## src/rtl/sevenseg_pkg.sv

```systemverilog
// Shared definitions for the multiplexed seven-segment scanner: segment bit
// indices, display mode encoding, hex font and scan-slot length.
package sevenseg_pkg;

  localparam int unsigned SEG_A  = 0;
  localparam int unsigned SEG_B  = 1;
  localparam int unsigned SEG_C  = 2;
  localparam int unsigned SEG_D  = 3;
  localparam int unsigned SEG_E  = 4;
  localparam int unsigned SEG_F  = 5;
  localparam int unsigned SEG_G  = 6;
  localparam int unsigned SEG_DP = 7;

  typedef enum logic {
    MODE_RAW = 1'b0,
    MODE_HEX = 1'b1
  } seg_mode_e;

  function automatic logic [6:0] hex_font(input logic [3:0] nibble);
    logic [6:0] seg;
    case (nibble)
      4'h0:    seg = 7'h3F;
      4'h1:    seg = 7'h06;
      4'h2:    seg = 7'h5B;
      4'h3:    seg = 7'h4F;
      4'h4:    seg = 7'h66;
      4'h5:    seg = 7'h6D;
      4'h6:    seg = 7'h7D;
      4'h7:    seg = 7'h07;
      4'h8:    seg = 7'h7F;
      4'h9:    seg = 7'h6F;
      4'hA:    seg = 7'h77;
      4'hB:    seg = 7'h7C;
      4'hC:    seg = 7'h39;
      4'hD:    seg = 7'h5E;
      4'hE:    seg = 7'h79;
      default: seg = 7'h71;
    endcase
    return seg;
  endfunction

  // Clock cycles spent on each digit within one full refresh frame.
  function automatic int unsigned tick_cycles(input int unsigned clk_hz,
                                              input int unsigned rate_hz,
                                              input int unsigned digits);
    return clk_hz / (rate_hz * digits);
  endfunction

  function automatic int unsigned width_of(input int unsigned count);
    return (count > 1) ? $clog2(count) : 1;
  endfunction

endpackage

```

## src/rtl/sevenseg_hex_decoder.sv

```systemverilog
// Combinational hex-nibble to seven-segment (a..g) decoder.
module sevenseg_hex_decoder
  import sevenseg_pkg::*;
(
  input  logic [3:0] nibble,
  output logic [6:0] segments
);

  assign segments = hex_font(nibble);

endmodule

```

## src/rtl/sevenseg_scan.sv

```systemverilog
// Multiplexed N-digit seven-segment driver with frame-latched updates, PWM
// dimming, blanking and dead time. Hex mode is built when SEVENSEG_HEX_DECODE_EN is defined.
module sevenseg_scan
  import sevenseg_pkg::*;
#(
  parameter int unsigned DIGITS     = 3,
  parameter int unsigned CLK_HZ     = 100000000,
  parameter int unsigned RATE_HZ    = 1000,
  parameter int unsigned PWM_BITS   = 4,
  parameter bit          ACTIVE_LOW = 1'b1
) (
  input  logic                  clk,
  input  logic                  resetn,
  input  logic                  wr_en,
  input  logic [DIGITS*8-1:0]   wr_data,
  input  logic                  mode,
  input  logic [DIGITS-1:0]     blank,
  input  logic [PWM_BITS-1:0]   brightness,
  output logic [7:0]            ss,
  output logic [DIGITS-1:0]     ssen,
  output logic                  frame_tick
);

  localparam int unsigned TICK = tick_cycles(CLK_HZ, RATE_HZ, DIGITS);
  localparam int unsigned TW   = width_of(TICK);
  localparam int unsigned DW   = width_of(DIGITS);

  logic [TW-1:0]         tick_cnt;
  logic [DW-1:0]         digit;
  logic [PWM_BITS-1:0]   pwm_cnt;

  logic [DIGITS*8-1:0]   disp_data;
  logic [DIGITS-1:0]     disp_blank;
  logic [DIGITS*8-1:0]   pend_data;
  logic [DIGITS-1:0]     pend_blank;
  logic                  pend_vld;
  logic                  frame_tick_q;

  logic                  wrap;
  logic                  frame_end;
  logic                  commit;
  logic                  load_pend;

  logic [7:0]            cur_byte;
  logic                  cur_blank;
  logic [7:0]            pattern;
  logic                  lit;
  logic [DIGITS-1:0]     onehot;

  logic [7:0]            seg_q;
  logic [DIGITS-1:0]     en_q;

  // ---------------------------------------------------------------------------
  // Slot timing, digit scan and PWM phase
  // ---------------------------------------------------------------------------
  assign wrap      = (tick_cnt == TW'(TICK - 1));
  assign frame_end = wrap && (digit == DW'(DIGITS - 1));

  always_ff @(posedge clk or negedge resetn) begin
    if (!resetn) begin
      tick_cnt <= '0;
      digit    <= '0;
      pwm_cnt  <= '0;
    end else begin
      pwm_cnt <= pwm_cnt + PWM_BITS'(1);
      if (wrap) begin
        tick_cnt <= '0;
        digit    <= frame_end ? '0 : digit + DW'(1);
      end else begin
        tick_cnt <= tick_cnt + TW'(1);
      end
    end
  end

  // ---------------------------------------------------------------------------
  // Shadow registers: writes park in pending and are committed at frame end.
  // A write landing on the frame-end cycle bypasses pending.
  // ---------------------------------------------------------------------------
  assign commit    = frame_end && (wr_en || pend_vld);
  assign load_pend = wr_en && !commit;

  always_ff @(posedge clk or negedge resetn) begin
    if (!resetn) begin
      disp_data    <= '0;
      disp_blank   <= '0;
      pend_data    <= '0;
      pend_blank   <= '0;
      pend_vld     <= 1'b0;
      frame_tick_q <= 1'b0;
    end else begin
      frame_tick_q <= commit;
      if (commit) begin
        disp_data  <= wr_en ? wr_data : pend_data;
        disp_blank <= wr_en ? blank   : pend_blank;
        pend_vld   <= 1'b0;
      end else if (load_pend) begin
        pend_data  <= wr_data;
        pend_blank <= blank;
        pend_vld   <= 1'b1;
      end
    end
  end

  // ---------------------------------------------------------------------------
  // Current digit selection
  // ---------------------------------------------------------------------------
  always_comb begin
    cur_byte  = '0;
    cur_blank = 1'b0;
    for (int unsigned i = 0; i < DIGITS; i++) begin
      if (digit == DW'(i)) begin
        cur_byte  = disp_data[i*8 +: 8];
        cur_blank = disp_blank[i];
      end
    end
  end

`ifdef SEVENSEG_HEX_DECODE_EN
  seg_mode_e  disp_mode;
  seg_mode_e  pend_mode;
  logic [6:0] font;

  always_ff @(posedge clk or negedge resetn) begin
    if (!resetn) begin
      disp_mode <= MODE_RAW;
      pend_mode <= MODE_RAW;
    end else if (commit) begin
      disp_mode <= wr_en ? seg_mode_e'(mode) : pend_mode;
    end else if (load_pend) begin
      pend_mode <= seg_mode_e'(mode);
    end
  end

  sevenseg_hex_decoder u_hex_decoder (
    .nibble   (cur_byte[3:0]),
    .segments (font)
  );

  assign pattern = (disp_mode == MODE_HEX) ? {cur_byte[SEG_DP], font} : cur_byte;
`else
  logic unused_mode;

  assign unused_mode = mode;
  assign pattern     = cur_byte;
`endif

  // ---------------------------------------------------------------------------
  // Output stage; slot cycle 0 is dead time so the previous digit never ghosts
  // ---------------------------------------------------------------------------
  assign lit    = (tick_cnt != '0) && (pwm_cnt <= brightness) && !cur_blank;
  assign onehot = DIGITS'(1) << digit;

  always_ff @(posedge clk or negedge resetn) begin
    if (!resetn) begin
      seg_q <= '0;
      en_q  <= '0;
    end else begin
      seg_q <= pattern;
      en_q  <= lit ? onehot : '0;
    end
  end

  assign ss         = ACTIVE_LOW ? ~seg_q : seg_q;
  assign ssen       = ACTIVE_LOW ? ~en_q  : en_q;
  assign frame_tick = frame_tick_q;

endmodule
```

## config.mk

```make
export PLATFORM = sky130hd
export DESIGN_NAME = sevenseg_scan
export DESIGN_NICKNAME = d
export VERILOG_FILES = /design/src/rtl/sevenseg_pkg.sv /design/src/rtl/sevenseg_hex_decoder.sv /design/src/rtl/sevenseg_scan.sv
export SDC_FILE = /design/constraint.sdc
export NUM_CORES = 1
export LEC_CHECK = 0
export ABC_AREA = 0
export CAP_MARGIN = 20
export CORE_MARGIN = 1.5
export CORE_UTILIZATION = 36
export DETAILED_ROUTE_END_ITERATION = 8
export GPL_ROUTABILITY_DRIVEN = 0
export PLACE_DENSITY = 0.54
export SYNTH_ARGS = -nofsm -noshare
export SYNTH_HDL_FRONTEND = slang
export SYNTH_SLANG_ARGS = --single-unit
```

## constraint.sdc

```tcl
create_clock -name clk -period 2.7 [get_ports clk]
set_input_delay 0.27 -clock clk [delete_from_list [all_inputs] [get_ports clk]]
set_output_delay 0.27 -clock clk [all_outputs]
set_load 0.01 [all_outputs]
```

## Word level (Yosys, flattened, before mapping)

Cells that the tools add are included.
Widths: inputs -> output; s select.

- $lt $le $gt $ge: 1
- Reduce and logical (&&, ||, !) cells: 12
- Divide/modulo/power cells: 0
- $add $sub $neg: 3
- Bitwise gates (word level): 3
- Multipliers: 0
- Shift operators: 1
- Equality and inequality tests: 3
- Mux-type cells: 13

Operator list:

| operator | count |
|---|---|
| $mux 24 | 1 |
| $mux 8 | 3 |
| $add 16x1->16 const B | 1 |
| $eq 16x16->1 const B | 1 |
| $mux 16 | 1 |
| $reduce_bool 16->1 | 1 |
| $not 8->8 | 1 |
| $mux 3 | 2 |
| $logic_and 1x1->1 | 5 |
| $mux 1 | 5 |
| $add 4x1->4 const B | 1 |
| $le 4x4->1 | 1 |
| $not 3->3 | 1 |
| $shl 1x2->3 const A | 1 |
| $add 2x1->2 const B | 1 |
| $eq 2x1->1 const B | 1 |
| $eq 2x2->1 const B | 1 |
| $logic_not 1->1 | 2 |
| $logic_not 2->1 | 1 |
| $mux 2 | 1 |
| $reduce_and 2->1 | 1 |
| $reduce_bool 2->1 | 1 |
| $logic_or 1x1->1 | 1 |
| $not 1->1 | 1 |

- Bits in registers: 89
- Memories: 0
- Output and inout port bits: 12
- ROM bits: 0
- RAM bits: 0
- Bits in latches: 0
- Input bits: 35

## Longest topological paths before layout

- Word-level depth: 7
- Depth in mapped cells: 8

## Worst setup path before layout

OpenSTA, ideal clock, no wires.

- Path kind: register to register
- Start point: register tick_cnt[0]
- End point: register pend_blank[0]
- Clock period less this slack: 2.259 ns
- Library setup time: 0.125 ns
- Data arrival time: 2.134 ns
- Stages on the path, launching flop included: 8
- Required time: 2.575 ns
- Path buffers: 1
- Path slack: 0.441 ns
- Cells stage by stage: dfrtp_1 > inv_1 > ha_1 > nor4b_2 > nand3_2 > o41ai_4 > buf_6 > mux2_4

- Cells in the longest elaborated chain, start to end: 6

Ends and longest elaborated chain:

| what | line | source |
|---|---|---|
| start: declaration | sevenseg_scan.sv:28 | `logic [TW-1:0] tick_cnt;` |
| start signal: assignment | sevenseg_scan.sv:70 | `tick_cnt <= tick_cnt + TW'(1);` |
| $eq 16x16->1 * | sevenseg_scan.sv:56 | `assign wrap = (tick_cnt == TW'(TICK - 1));` |
| $logic_and 1x1->1 * | sevenseg_scan.sv:57 | `assign frame_end = wrap && (digit == DW'(DIGITS - 1));` |
| $logic_and 1x1->1 * | sevenseg_scan.sv:79 | `assign commit = frame_end && (wr_en \|\| pend_vld);` |
| $logic_not 1->1 | sevenseg_scan.sv:80 | `assign load_pend = wr_en && !commit;` |
| $logic_and 1x1->1 | sevenseg_scan.sv:80 |  |
| $reduce_and 2->1 (no line) * | -- |  |
| end signal: assignment | sevenseg_scan.sv:98 | `pend_blank <= blank;` |
| end: declaration | sevenseg_scan.sv:35 | `logic [DIGITS-1:0] pend_blank;` |

Every way passes the cells marked *; elsewhere a longest branch is shown, timed or not.
A chain may end at the register's enable or synchronous reset.

## Final worst setup path

- Start point: register tick_cnt[0]
- End point: register pend_data[16]

- Cells in the longest elaborated chain, start to end: 6

Ends and longest elaborated chain:

| what | line | source |
|---|---|---|
| $eq 16x16->1 * | sevenseg_scan.sv:56 |  |
| $logic_and 1x1->1 * | sevenseg_scan.sv:57 |  |
| $logic_and 1x1->1 * | sevenseg_scan.sv:79 |  |
| $logic_not 1->1 | sevenseg_scan.sv:80 |  |
| $logic_and 1x1->1 | sevenseg_scan.sv:80 |  |
| $reduce_and 2->1 (no line) * | -- |  |
| end signal: assignment | sevenseg_scan.sv:97 | `pend_data <= wr_data;` |
| end: declaration | sevenseg_scan.sv:34 | `logic [DIGITS*8-1:0] pend_data;` |

Marks and branches as above.

==> flow_summary.toml <==
[critical_path]
cp_required_ps = 2920
timing.setup.critical_path_class = "reg2reg"
regToRegEndpoint = "pend_data[16]"
cp_data_arrival_time_ps = 2540
setup.reg_to_reg.worst_slack_ps = 380
critical_path.cell_chain = "inv_1 -> ha_1 -> nor4b_2 -> nand3_2 -> o41ai_4 -> buf_4 -> mux2_2"
cp.depth = 7
cp.buffers_inverters = 2
endpoint_kind = "flip-flop"
worst_path_dominant_cell_family = "simple AND/OR/NAND/NOR gates"
critPathLaunchType = "flip-flop"
r2r_start = "tick_cnt[0]"
cp-startpoint = "tick_cnt[0]"
timing.reg2reg.worst_path_depth = 7
critPathMaxStageDelay_ps = 420
critical_path.endpoint = "pend_data[16]"
path_max_fanout = 15
worst_path_max_delay_cell = "sky130_fd_sc_hd__dfrtp_1"

[power_and_ir_drop]
p_comb_share_pct = 7.2
power_mw = 2.97
leakage_nw = 2.31
p_sw_share_pct = 20.5
netSwitchingPower_uw = 609
peak_supply_drop_mv = 0.409
p_per_area_mw_per_mm2 = 590
internal_power_mw = 2.36
power_frac_seq_pct = 47.0
power_frac_clock_pct = 45.8

[floorplanning]
top_level_ports = 47
floorplan.initialDensity_pct = 37.3
die_w_um = 109
floorplan.core_area_mm2 = 0.0109
die_span_y_um = 109
std_cell_rows = 38
die-area_mm2 = 0.0120

[sta]
timing.final.setup_violations = 0
timing.final.crit_period_ps = 2320
finalSetupTns_ps = 0
post-route-period-util_pct = 86.0
grt_setup_unrepaired = "false"
final-hold-violation-count = 0
hold_ws_ps = 442
finalClockSkew_ps = 5.30
number_of_slew_limit_violations_in_the_final_report = 0
worst-slew-pin-transition_ps = 558
maxSlewHeadroom_pct = 62.8
maximum_frequency_from_static_timing_analysis_ghz = 0.431

[logic_synthesis]
postSynth.asyncResetShare_pct = 100
ys_types = 39
synth_top_area_cell = "sky130_fd_sc_hd__dfrtp_1"
yosys.area.top_type_share_pct = 54.6
synth_area_leaders = "sky130_fd_sc_hd__dfrtp_1 55%, sky130_fd_sc_hd__mux2i_1 8.6%, sky130_fd_sc_hd__o21ai_0 7.7%"
synth_sequential_area_ratio_pct = 54.6
synthTopCellsByCount = "89 x sky130_fd_sc_hd__dfrtp_1, 63 x sky130_fd_sc_hd__o21ai_0, 35 x sky130_fd_sc_hd__mux2i_1, 20 x sky130_fd_sc_hd__mux2_4, 19 x sky130_fd_sc_hd__inv_1"
yosys_warnings = 0
synth_enable_flop_cells = 0
post_synth_top_flop = "sky130_fd_sc_hd__dfrtp_1"
synthesis.instances = 347
yosysMostFrequentCell = "sky130_fd_sc_hd__dfrtp_1"
yosys_register_bits = 89
synth_fp_nets = 389
syn_avg_cell_area_um2 = 11.7
syn-cell-area_mm2 = 0.00408

[global_route]
grt_overflow = 0
grt_start_max_net_pins = 51
vias_in_the_first_global_route = 2864
antenna_violations_before_repair = 0
wire_length_of_the_first_global_routing_pass_um = 13800
grt_use_total_pct = 15.1

[finish]
flow.area_growth_from_synthesis_pct = 23.5
num_antenna_cells = 0
final_core_utilization_pct = 46.0
multi_input_area_mm2 = 0.00170
register_area_mm2 = 0.00223
layout-drive-gt1-share_pct = 14.7
num-nets-final = 438
fillCellCount = 1041

[clock_network]
cts_buffers = 9
clock-sinks = 89
tritoncts = "yes"
cts.path.max_buffers = 2
ctsHtreeMaxLevel = 3
root_buffer = "sky130_fd_sc_hd__clkbuf_16"
clock_insertion_delay_worst_skew_ps = 340
worst_setup_hold_path_clk_slew_ps = 60

[routing]
ant_nets = 0
route.final.wire_length_um = 8150
detailedRoute.firstIterationViolations = 123
wl_per_cell_um = 15.1
drc_errors = 0
vias = 2679
drt-vias-per-instance = 4.95
drtPass1Iterations = 4

[run_status]
run_status = "finished clean"

[place]
placement.io_buffers = 45
detailed_place_hpwl_um = 5350

[min_path]
min_path_type = "in2async"

[run]
timing.max_cap.violations = 0
-- state kept, by name, summed over array words and instances, names as in the netlist --
name	count
disp_blank	3
pend_data	24
disp_data	24
pend_blank	3
seg_q	8
tick_cnt	16
digit	2
frame_tick	1
en_q	3
pwm_cnt	4
pend_vld	1
-- cell type report --
| cell class | instances | area share [%] |
|---|---|---|
| Clock inverter | 5 | 1.54 |
| Timing Repair Buffer | 55 | 10.6 |
| Inverter | 19 | 1.42 |
| Clock buffer | 11 | 5.02 |
| Multi-Input combinational cell | 222 | 33.7 |
| Sequential cell | 89 | 44.2 |
| Tap cell | 140 | 3.48 |
-- cells in the final DEF (no fill, tap or decap), drive strengths merged --
cell type	netlist	routed
nor4bb	1	1
or2	1	1
o211ai	1	1
or3	2	2
a21oi	3	3
clkbuf	12	11
clkinv	0	2
nor3	7	7
nand3	8	8
and3	1	1
nand4	5	5
o41ai	1	1
xor2	5	5
o31ai	1	1
nor4	2	2
nor2b	2	2
nor4b	1	1
or4	1	1
and2	1	1
o21ai	64	64
xnor2	11	11
nand2b	2	2
nor2	14	14
clkdlybuf4s50	0	43
and4	2	2
dfrtp	89	89
buf	5	11
mux2i	35	35
bufinv	0	2
mux2	27	27
dlygate4sd3	0	1
clkinvlp	0	1
a2bb2oi	1	1
a21o	1	1
inv	19	19
nand2	15	15
ha	7	7
-- power groups by stage --
| stage | clock, mW | sequential, mW | combinational [mW] |
|---|---|---|---|
| after global placement | 0 | 1.42 | 0.216 |
| after global routing | 1.44 | 1.40 | 0.236 |
| after detailed placement | 0 | 1.42 | 0.219 |
| final | 1.36 | 1.40 | 0.214 |
| after CTS | 1.40 | 1.40 | 0.220 |
| after floorplan | 0 | 1.41 | 0.115 |
-- metal layers --
metal	track usage (%)	wire [um]	part of all wire (%)
met1	19.1	3900	48
met2	25.1	3860	47
met3	4.27	302	3.7
met4	4.17	91	1.1
met5	0	0	0
-- worst min-delay path by stage --
| stage | from | to | depth (start not counted) |
|---|---|---|---|
| detailed placement | resetn | pwm_cnt[2] | 1 |
| floorplan | resetn | digit[0] | 0 |
| finish | resetn | pwm_cnt[2] | 2 |
| CTS | resetn | pwm_cnt[2] | 2 |
| global route | pwm_cnt[0] | pwm_cnt[0] | 1 |
| global placement | resetn | pwm_cnt[2] | 1 |
-- cells by family (layout without fill, tap and decap cells) --
kind of cell / Yosys count / after routing / share of synthesized area, %
AO/OA/AOI/OAI: 72 / 72 / 9.67
XOR/XNOR: 16 / 16 / 3.44
adder cells (fa/ha/maj): 7 / 7 / 2.15
buffers and inverters: 36 / 90 / 3.71
flip-flops: 89 / 89 / 54.6
multiplexers: 62 / 62 / 17.9
AND/OR/NAND/NOR: 65 / 65 / 8.50
-- what timing repair did --
action / CTS / global route
resized for setup: 0 / 0
setup endpoints to repair: 0 / 0
hold buffers: 1 / 0
endpoints found under the hold margin: 39 / 0
setup buffers: 0 / 0
-- worst reg2reg max path: stages (launching register included) --
cell and delay, ps:
sky130_fd_sc_hd__dfrtp_1 420, sky130_fd_sc_hd__inv_1 70, sky130_fd_sc_hd__ha_1 150, sky130_fd_sc_hd__nor4b_2 320, sky130_fd_sc_hd__nand3_2 170, sky130_fd_sc_hd__o41ai_4 380
sky130_fd_sc_hd__buf_4 330, sky130_fd_sc_hd__mux2_2 370
-- metrics by stage --
stage / worst slack, ps / cells / instance area (um2)
floorplan: 441 / 347 / 4080
global placement: 403 / 524 / 4690
detailed placement: 356 / 524 / 4690
CTS: 351 / 541 / 5030
global route: 219 / 541 / 5030
finish: 378 / 541 / 5030
Power figures use the tool's default switching activity.
